File: src/rtl/mac_accumulator.sv
// Four-lane unsigned MAC accumulator with per-lane sticky carry flags.
// Counts len products per accumulation, then pulses out_valid for one cycle.
`ifndef MAC_ACC_WIDTH
`define MAC_ACC_WIDTH 32
`endif
`ifndef MAC_SINGLE
`define MAC_SINGLE 2'b00
`endif
`ifndef MAC_DUAL
`define MAC_DUAL 2'b01
`endif
`ifndef MAC_QUAD
`define MAC_QUAD 2'b10
`endif

module mac_accumulator #(
  parameter int ACC_WIDTH = `MAC_ACC_WIDTH,
  parameter int LEN_WIDTH = 8
) (
  input  logic                 clk,
  input  logic                 rst,
  input  logic                 en,
  input  logic                 start,
  input  logic [1:0]           cfg,
  input  logic [LEN_WIDTH-1:0] acc_len,
  input  logic                 in_valid,
  input  logic [ACC_WIDTH-1:0] product0,
  input  logic [ACC_WIDTH-1:0] product1,
  input  logic [ACC_WIDTH-1:0] product2,
  input  logic [ACC_WIDTH-1:0] product3,
  output logic [ACC_WIDTH-1:0] partial0,
  output logic [ACC_WIDTH-1:0] partial1,
  output logic [ACC_WIDTH-1:0] partial2,
  output logic [ACC_WIDTH-1:0] partial3,
  output logic [1:0]           cfg_out,
  output logic                 out_valid,
  output logic                 busy,
  output logic [3:0]           overflow
);

  typedef enum logic {IDLE, ACC} state_t;

  state_t               state_q, state_d;
  logic [LEN_WIDTH-1:0] count_q, count_d;
  logic [LEN_WIDTH-1:0] len_q, len_d;
  logic [LEN_WIDTH-1:0] count_inc;
  logic [1:0]           cfg_q, cfg_d;
  logic [3:0]           ovf_q, ovf_d;
  logic                 out_valid_q, out_valid_d;
  logic [ACC_WIDTH-1:0] part_q [4];
  logic [ACC_WIDTH-1:0] part_d [4];
  logic [ACC_WIDTH-1:0] prod [4];
  logic [ACC_WIDTH:0]   sum [4];

  assign prod[0] = product0;
  assign prod[1] = product1;
  assign prod[2] = product2;
  assign prod[3] = product3;

  // Lanes stay independent; bit ACC_WIDTH is the lane carry-out.
  for (genvar g = 0; g < 4; g++) begin : g_lane
    assign sum[g] = {1'b0, part_q[g]} + {1'b0, prod[g]};
  end

  assign count_inc = count_q + LEN_WIDTH'(1);

  always_comb begin
    state_d     = state_q;
    count_d     = count_q;
    len_d       = len_q;
    cfg_d       = cfg_q;
    ovf_d       = ovf_q;
    out_valid_d = 1'b0;
    part_d      = part_q;
    unique case (state_q)
      IDLE: begin
        if (start) begin
          cfg_d   = cfg;
          len_d   = (acc_len == '0) ? LEN_WIDTH'(1) : acc_len;
          count_d = '0;
          ovf_d   = '0;
          for (int i = 0; i < 4; i++) part_d[i] = '0;
          state_d = ACC;
        end
      end
      ACC: begin
        if (in_valid) begin
          for (int i = 0; i < 4; i++) begin
            part_d[i] = sum[i][ACC_WIDTH-1:0];
            ovf_d[i]  = ovf_q[i] | sum[i][ACC_WIDTH];
          end
          count_d = count_inc;
          if (count_inc == len_q) begin
            state_d     = IDLE;
            out_valid_d = 1'b1;
          end
        end
      end
      default: state_d = IDLE;
    endcase
  end

  always_ff @(posedge clk) begin
    if (rst) begin
      state_q     <= IDLE;
      count_q     <= '0;
      len_q       <= LEN_WIDTH'(1);
      cfg_q       <= `MAC_SINGLE;
      ovf_q       <= '0;
      out_valid_q <= 1'b0;
      for (int i = 0; i < 4; i++) part_q[i] <= '0;
    end else if (en) begin
      state_q     <= state_d;
      count_q     <= count_d;
      len_q       <= len_d;
      cfg_q       <= cfg_d;
      ovf_q       <= ovf_d;
      out_valid_q <= out_valid_d;
      for (int i = 0; i < 4; i++) part_q[i] <= part_d[i];
    end
  end

  assign partial0  = part_q[0];
  assign partial1  = part_q[1];
  assign partial2  = part_q[2];
  assign partial3  = part_q[3];
  assign cfg_out   = cfg_q;
  assign overflow  = ovf_q;
  assign out_valid = out_valid_q;
  assign busy      = (state_q == ACC);

endmodule

File: config.mk
export PLATFORM = sky130hd
export DESIGN_NAME = mac_accumulator
export DESIGN_NICKNAME = d
export VERILOG_FILES = /design/src/rtl/mac_accumulator.sv
export SDC_FILE = /design/constraint.sdc
export NUM_CORES = 1
export LEC_CHECK = 0
export CAP_MARGIN = 10
export CORE_ASPECT_RATIO = 1.5
export CORE_UTILIZATION = 40
export DETAILED_ROUTE_END_ITERATION = 6
export PLACE_DENSITY = 0.67
export SLEW_MARGIN = 20
export SYNTH_ARGS = -nofsm -noshare
export SYNTH_HDL_FRONTEND = slang
export SYNTH_SLANG_ARGS = --single-unit
File: constraint.sdc
create_clock -name clk -period 4.66 [get_ports clk]
set_input_delay 0.932 -clock clk [delete_from_list [all_inputs] [get_ports clk]]
set_output_delay 0.932 -clock clk [all_outputs]
set_load 0.1 [all_outputs]
==> results of run 1 <==
==> cells by family after synthesis <==
kind of cell             Yosys count  share of synthesized area [%]
flip-flops                       152                           26.5
multiplexers                       3                          0.272
adder cells (fa/ha/maj)          133                           14.7
AO/OA/AOI/OAI                    534                           29.3
buffers and inverters            101                           3.54
AND/OR/NAND/NOR                  429                           16.9
XOR/XNOR                         115                           8.77
==> through the flow <==
stage / instances / hold slack, ns / cell area (um^2) / power [mW] / util (%)
5_1_grt: 2065 / 0.500 / 15200 / 3.94 / 53.9
2_1_floorplan: 1467 / 0.467 / 11500 / 1.91 / -
4_1_cts: 2065 / 0.477 / 15200 / 3.82 / 53.9
3_5_place_dp: 2033 / 0.465 / 14500 / 2.19 / 51.5
6_report: 2066 / 0.473 / 15200 / 3.79 / 53.9
3_3_place_gp: 2033 / 0.461 / 14500 / 2.18 / 51.5
==> metal layers <==
metal	vias to the layer above	share of wire, %
met4	0	3.9
li1	5826	-
met1	5491	40
met2	310	52
met5	-	0
met3	85	4.7
==> flip-flops by register name, summed over array words and instances (netlist names) <==
signal	flops
partial0	32
partial1	32
partial2	32
partial3	32
count_q	8
len_q	8
overflow	4
cfg_out	2
busy	1
out_valid	1
==> worst min-delay path by stage <==
stage                            start           end
final                     partial1[11]  partial1[11]
after global routing      partial2[17]  partial2[17]
after CTS                 partial1[11]  partial1[11]
after detailed placement  partial1[11]  partial1[11]
after global placement     partial2[4]   partial2[4]
after floorplan               len_q[5]      len_q[5]
==> report_power, final <==
part / switching [mW] / total [mW] / internal, mW
Combinational: 0.493 / 0.809 / 0.316
Sequential: 0.0259 / 1.35 / 1.33
Clock: 0.600 / 1.63 / 1.03
==> tightest hold or removal path: stages (launching register included) <==
cell and delay [ns]:
dfxtp_1 0.32, nand2_1 0.06, a21oi_1 0.05
==> final cells by class <==
| class | count | area (um^2) | area share (%) |
|---|---|---|---|
| Antenna cell | 1 | 2.50 | 0.0165 |
| Clock buffer | 20 | 457 | 3.01 |
| Clock inverter | 12 | 221 | 1.46 |
| Inverter | 34 | 128 | 0.841 |
| Multi-Input combinational cell | 1214 | 8050 | 53.0 |
| Sequential cell | 152 | 3040 | 20.0 |
| Tap cell | 346 | 433 | 2.85 |
| Timing Repair Buffer | 287 | 2850 | 18.7 |
==> cells in the final DEF (no fill, tap or decap), types with 7 or more instances in the layout <==
cell and count:
and2_1 8, a21boi_0 8, a211oi_1 13, o21a_1 15
xor2_1 51, a22oi_1 37, buf_4 9, a22o_1 11
a31oi_1 14, nand2_1 165, nand3_1 33, o21bai_1 20
o211ai_1 7, nor2_1 114, nand2b_1 9, ha_1 129
dfxtp_1 152, nor3_1 19, o21ai_0 145, o31ai_1 8
clkbuf_16 17, nand4_1 23, a21oi_1 137, xnor2_1 64
a21o_1 71, inv_1 34, clkdlybuf4s50_1 277, and3_1 21
o21ai_1 8
==> qor.txt, run 1 <==
Status -> complete, no violations
Clock slew at reported path FFs -> 0.06 ns
Avg Inst Size Synth -> 7.83 um^2
Max Clk Rate -> 270 MHz
CTS Root Cell -> clkbuf_16
Crit path capture type -> flop
Startpoint Class -> input port
Async S/R FF share, synth -> 0%
Post CTS Setup Buffer Count -> 0
Largest net degree at the start of global routing -> 64
Deepest clock path buffer count -> 2
Initial antenna violation count -> 1
Setup violations, final -> 0
DR pass1 iterations -> 5
Final Worst Setup Slack -> 0.963 ns
Max H-tree Level -> 4
Flops & latches, synth -> 152
Final setup TNS -> 0 ns
First-pass GRT wire length -> 57200 um
Layout area overhead -> 32.1%
Origin of the critical flop-to-flop path -> partial3[2]
WS Path Type -> input port to flop
Max Slew Vio Count -> 0
Die area -> 29400 um^2
P_leak -> 6.46 nW
Ys Warns -> 0
Hold_buf cts -> 0
DP HPWL -> 27100 um
Fin crit share -> 79.3%
All-Layer GR Usage -> 24.4%
WL per Instance -> 17.3 um
RR Endpoint -> partial3[29]
Fill cell count -> 2676
Resize count post-CTS -> 0
Syn_nets -> 1743
I/O pins -> 279
Routed Antenna Nets -> 0
Layout cell share with drive strength beyond 1 -> 4.07%
Max stage delay on crit path -> 0.73 ns
Core Area -> 28200 um^2
Gpl congestion -> 0.941
Synth cell count leaders -> 166 x nand2_1, 152 x dfxtp_1, 145 x o21ai_0
Cells after Synth -> 1467
M3 GR Usage -> 4.77%
GRT overflow -> 0
Main area contributors after synthesis -> dfxtp_1 26%, ha_1 14%, o21ai_0 6.3%
Critical path's most frequent cell -> a21oi_1
Met2 Use GR -> 46.2%
Detailed Route Iter0 Violations -> 466
Die Wd -> 140 um
Register area share after synthesis -> 26.5%
Number of buffers and inverters on the critical path -> 1
IO buf count -> 278
Final WL -> 35700 um
Required time of the critical path -> 5.01 ns
IR drop worst, VDD -> 0.241 mV
Clk_lat worst skew -> 0.44 ns
RSZ-0062 raised after global routing -> no
Top delay family on crit path -> compound AO/OA/AOI/OAI gates
Via Count -> 11.7k
Synth top area share -> 26.5%
Row cnt -> 75
Worst Max-Slew Pin Slew -> 1.10 ns
Worst Setup Slack post-DPL -> 0.585 ns
Post-synth top area cell -> dfxtp_1
Clk sinks -> 152
GRT Max-Usage Layer -> met2
WHS Path Cells -> 2
Setup crit end -> partial3[29]
Crit path DAT -> 4.04 ns
Post-synth EDFFs -> 0
Worst path cell trace -> clkdlybuf4s50_1 > ha_1 > and3_1 > a2111oi_1 > a21oi_1 > nand3_1 > a21oi_1 > o22ai_1 > o21bai_1 > xnor2_1 > a211oi_1
DR vias/cell -> 5.67
Post-route minimum period -> 3.70 ns
Starting Density -> 40.8%
Post-synthesis instance area -> 11500 um^2
Critical Path Stages -> 11
Hold Fails Final Rpt -> 0
DRC -> 0
Distinct cells, synth -> 75
Count leader, synth -> nand2_1
Vias in the first global route -> 11.7k
R2r setup slk -> 1.51 ns
DIE HEIGHT -> 210 um
Power per standard cell area -> 250 nW/um^2
CP startpoint -> product3[2]
Clock tree from TritonCTS -> done
Num CTS Buffers -> 17
Relative slew slack -> 26.3%
Crit-path slowest cell -> a2111oi_1
Max-cap violations -> 0
Nets -> 1982
Worst R2R Path Depth -> 10
GR Util met1 -> 25.4%
Ys flop type -> dfxtp_1
Max Fanout on Critical Path -> 4
Hold Crit Class -> flop to flop
Setup Skew -> 0.0111 ns
Power figures use the tool's default switching activity.
==> run 2: changes to the inputs <==
Clock period 4.66 ns to 3.5 ns, I/O delays scaled along.
==> run 2 against run 1 <==
Utilization is 1.8 points higher; total power is 33% higher; die area stayed put; non-clock buffer count is 79 higher; sequential cell count stayed put; global-route usage is 0.43 points higher; hold slack better by 0.0075 ns; critical path depth stayed put; clock-buffer cell count is 1 higher; routed wire length is 2.4% higher; critical path type unchanged; largest power group unchanged.
==> qor.txt, run 2 (synthesized netlist as in run 1, its figures left out) <==
GRT overflow -> 0 (unchanged)
Post CTS Setup Buffer Count -> 0 (unchanged)
First-pass GRT wire length -> 58400 um (+2.0%)
Via Count -> 12.0k (+2.8%)
Hold Crit Class -> flop to flop
DR pass1 iterations -> 5 (unchanged)
Final Worst Setup Slack -> 0.244 ns (-0.719 ns)
Clk sinks -> 152 (unchanged)
Hold Fails Final Rpt -> 0 (unchanged)
Clk_lat worst skew -> 0.43 ns (about the same)
Final WL -> 36600 um (+2.4%)
P_leak -> 6.90 nW (+6.8%)
Final setup TNS -> 0 ns (unchanged)
WL per Instance -> 17.0 um (-1.4%)
Post-route minimum period -> 3.26 ns
WS Path Type -> input port to flop
Cell Area, Placed -> 15000 um^2 (+3.5%)
Clock slew at reported path FFs -> 0.07 ns (about the same)
Power per standard cell area -> 321 nW/um^2 (+29%)
DP HPWL -> 28300 um (+4.2%)
Die Wd -> 140 um (unchanged)
Vias in the first global route -> 12.2k (+3.5%)
Max Clk Rate -> 307 MHz
Setup Skew -> 0.0128 ns (+0.00164 ns)
Status -> complete, no violations
Worst Setup Slack post-DPL -> -0.200 ns (-0.785 ns)
Worst Max-Slew Pin Slew -> 1.01 ns (-0.0975 ns)
Crit path DAT -> 3.57 ns (-0.47 ns)
Detailed Route Iter0 Violations -> 446 (-4.3%)
Total power -> 5.04 mW (+33%)
Max-cap violations -> 0 (unchanged)
IR drop worst, VDD -> 0.316 mV (+31%)
Required time of the critical path -> 3.81 ns (-1.20 ns)
I/O pins -> 279 (unchanged)
Placed cell count -> 2112 (+3.9%)
Non-filler cells, final -> 2147 (+3.9%)
Initial antenna violation count -> 3 (+2)
DRC -> 0 (unchanged)
Setup violations, final -> 0 (unchanged)
Die area -> 29400 um^2 (unchanged)
RSZ-0062 raised after global routing -> no
Fin area -> 15700 um^2 (+3.3%)
All-Layer GR Usage -> 24.8% (+0.43 points)
Clock tree from TritonCTS -> done
Max Slew Vio Count -> 0 (unchanged)
Core Area -> 28200 um^2 (unchanged)
Max H-tree Level -> 4 (unchanged)
Hold_ws -> 0.481 ns (+0.00753 ns)
Top delay family on crit path -> compound AO/OA/AOI/OAI gates
IO buf count -> 278 (unchanged)
Startpoint Class -> input port
Number of buffers and inverters on the critical path -> 1 (unchanged)
Routed Antenna Nets -> 0 (unchanged)
Layout area overhead -> 36.5%
Fin crit share -> 93.0%
Max Fanout on Critical Path -> 3 (-1)
Worst path cell trace -> clkdlybuf4s50_1 > ha_1 > a21o_1 > a21o_1 > a2111oi_2 > o21ai_1 > a211oi_2 > o21ai_1 > a41oi_1 > xor2_1 > o21ai_0
Deepest clock path buffer count -> 2 (unchanged)
Crit-path slowest cell -> a2111oi_2
DIE HEIGHT -> 210 um (unchanged)
Num CTS Buffers -> 17 (unchanged)
Most common cell after layout, fill and taps aside -> clkdlybuf4s50_1
Most frequent cells in the layout -> 244 x clkdlybuf4s50_1, 165 x nand2_1, 152 x dfxtp_1
CTS Root Cell -> clkbuf_16
Gpl congestion -> 0.946 (+0.55%)
Relative slew slack -> 32.8% (+6.5 points)
Nets -> 2061 (+4.0%)
DR vias/cell -> 5.61 (-1.1%)
Layout cell share with drive strength beyond 1 -> 10.1% (+6.1 points)
Starting Density -> 40.8% (unchanged)
Largest net degree at the start of global routing -> 64 (unchanged)
Row cnt -> 75 (unchanged)
Core Util, Final -> 55.7% (+1.8 points)
Crit path capture type -> flop
Max stage delay on crit path -> 0.50 ns (-0.23 ns)
run 2: layout make-up:
class / count / area (um^2)
flip-flops and latches: 152 / 3040
well taps: 346 / 433
diodes: 3 / 7.51
fillers: 2669 / 12500
clock inverters: 11 / 193
inverters: 34 / 128
multi-input cells: 1214 / 8050
repair buffers: 366 / 3360
clock buffers: 21 / 470
run 2: worst min-delay path: stages (launching register included):
cell,delay (ns)
dfxtp_1,0.33
nand2_1,0.06
o21ai_1,0.05
run 2: power breakdown:
group / internal (mW) / total [mW] / leakage, nW / switching, mW
registers: 1.77 / 1.80 / 1.23 / 0.0343
logic: 0.456 / 1.13 / 5.35 / 0.670
clock network: 1.33 / 2.12 / 0.320 / 0.790
run 2: worst paths after layout:
kind / startpoint / slack (ns) / cells past startpoint / to
setup / recovery: product2[1] / 0.24 / 11 / partial2[31]
hold / removal: partial3[15] / 0.48 / 2 / partial3[15]
setup reg to reg: partial2[0] / 0.64 / 11 / overflow[2]
hold reg to reg: partial3[15] / 0.48 / 2 / partial3[15]
run 2: routing by layer:
layer | GRT usage [%] | share of wire [%]
met2 | 47.0 | 52
met4 | 14.0 | 4.7
met1 | 25.3 | 39
met3 | 4.54 | 4.8
met5 | 0 | 0
run 2: timing repair:
action / 4_1_cts / 5_1_grt
hold buffers: 0 / 0
resized for setup: 0 / 1
setup endpoints to repair: 0 / 4
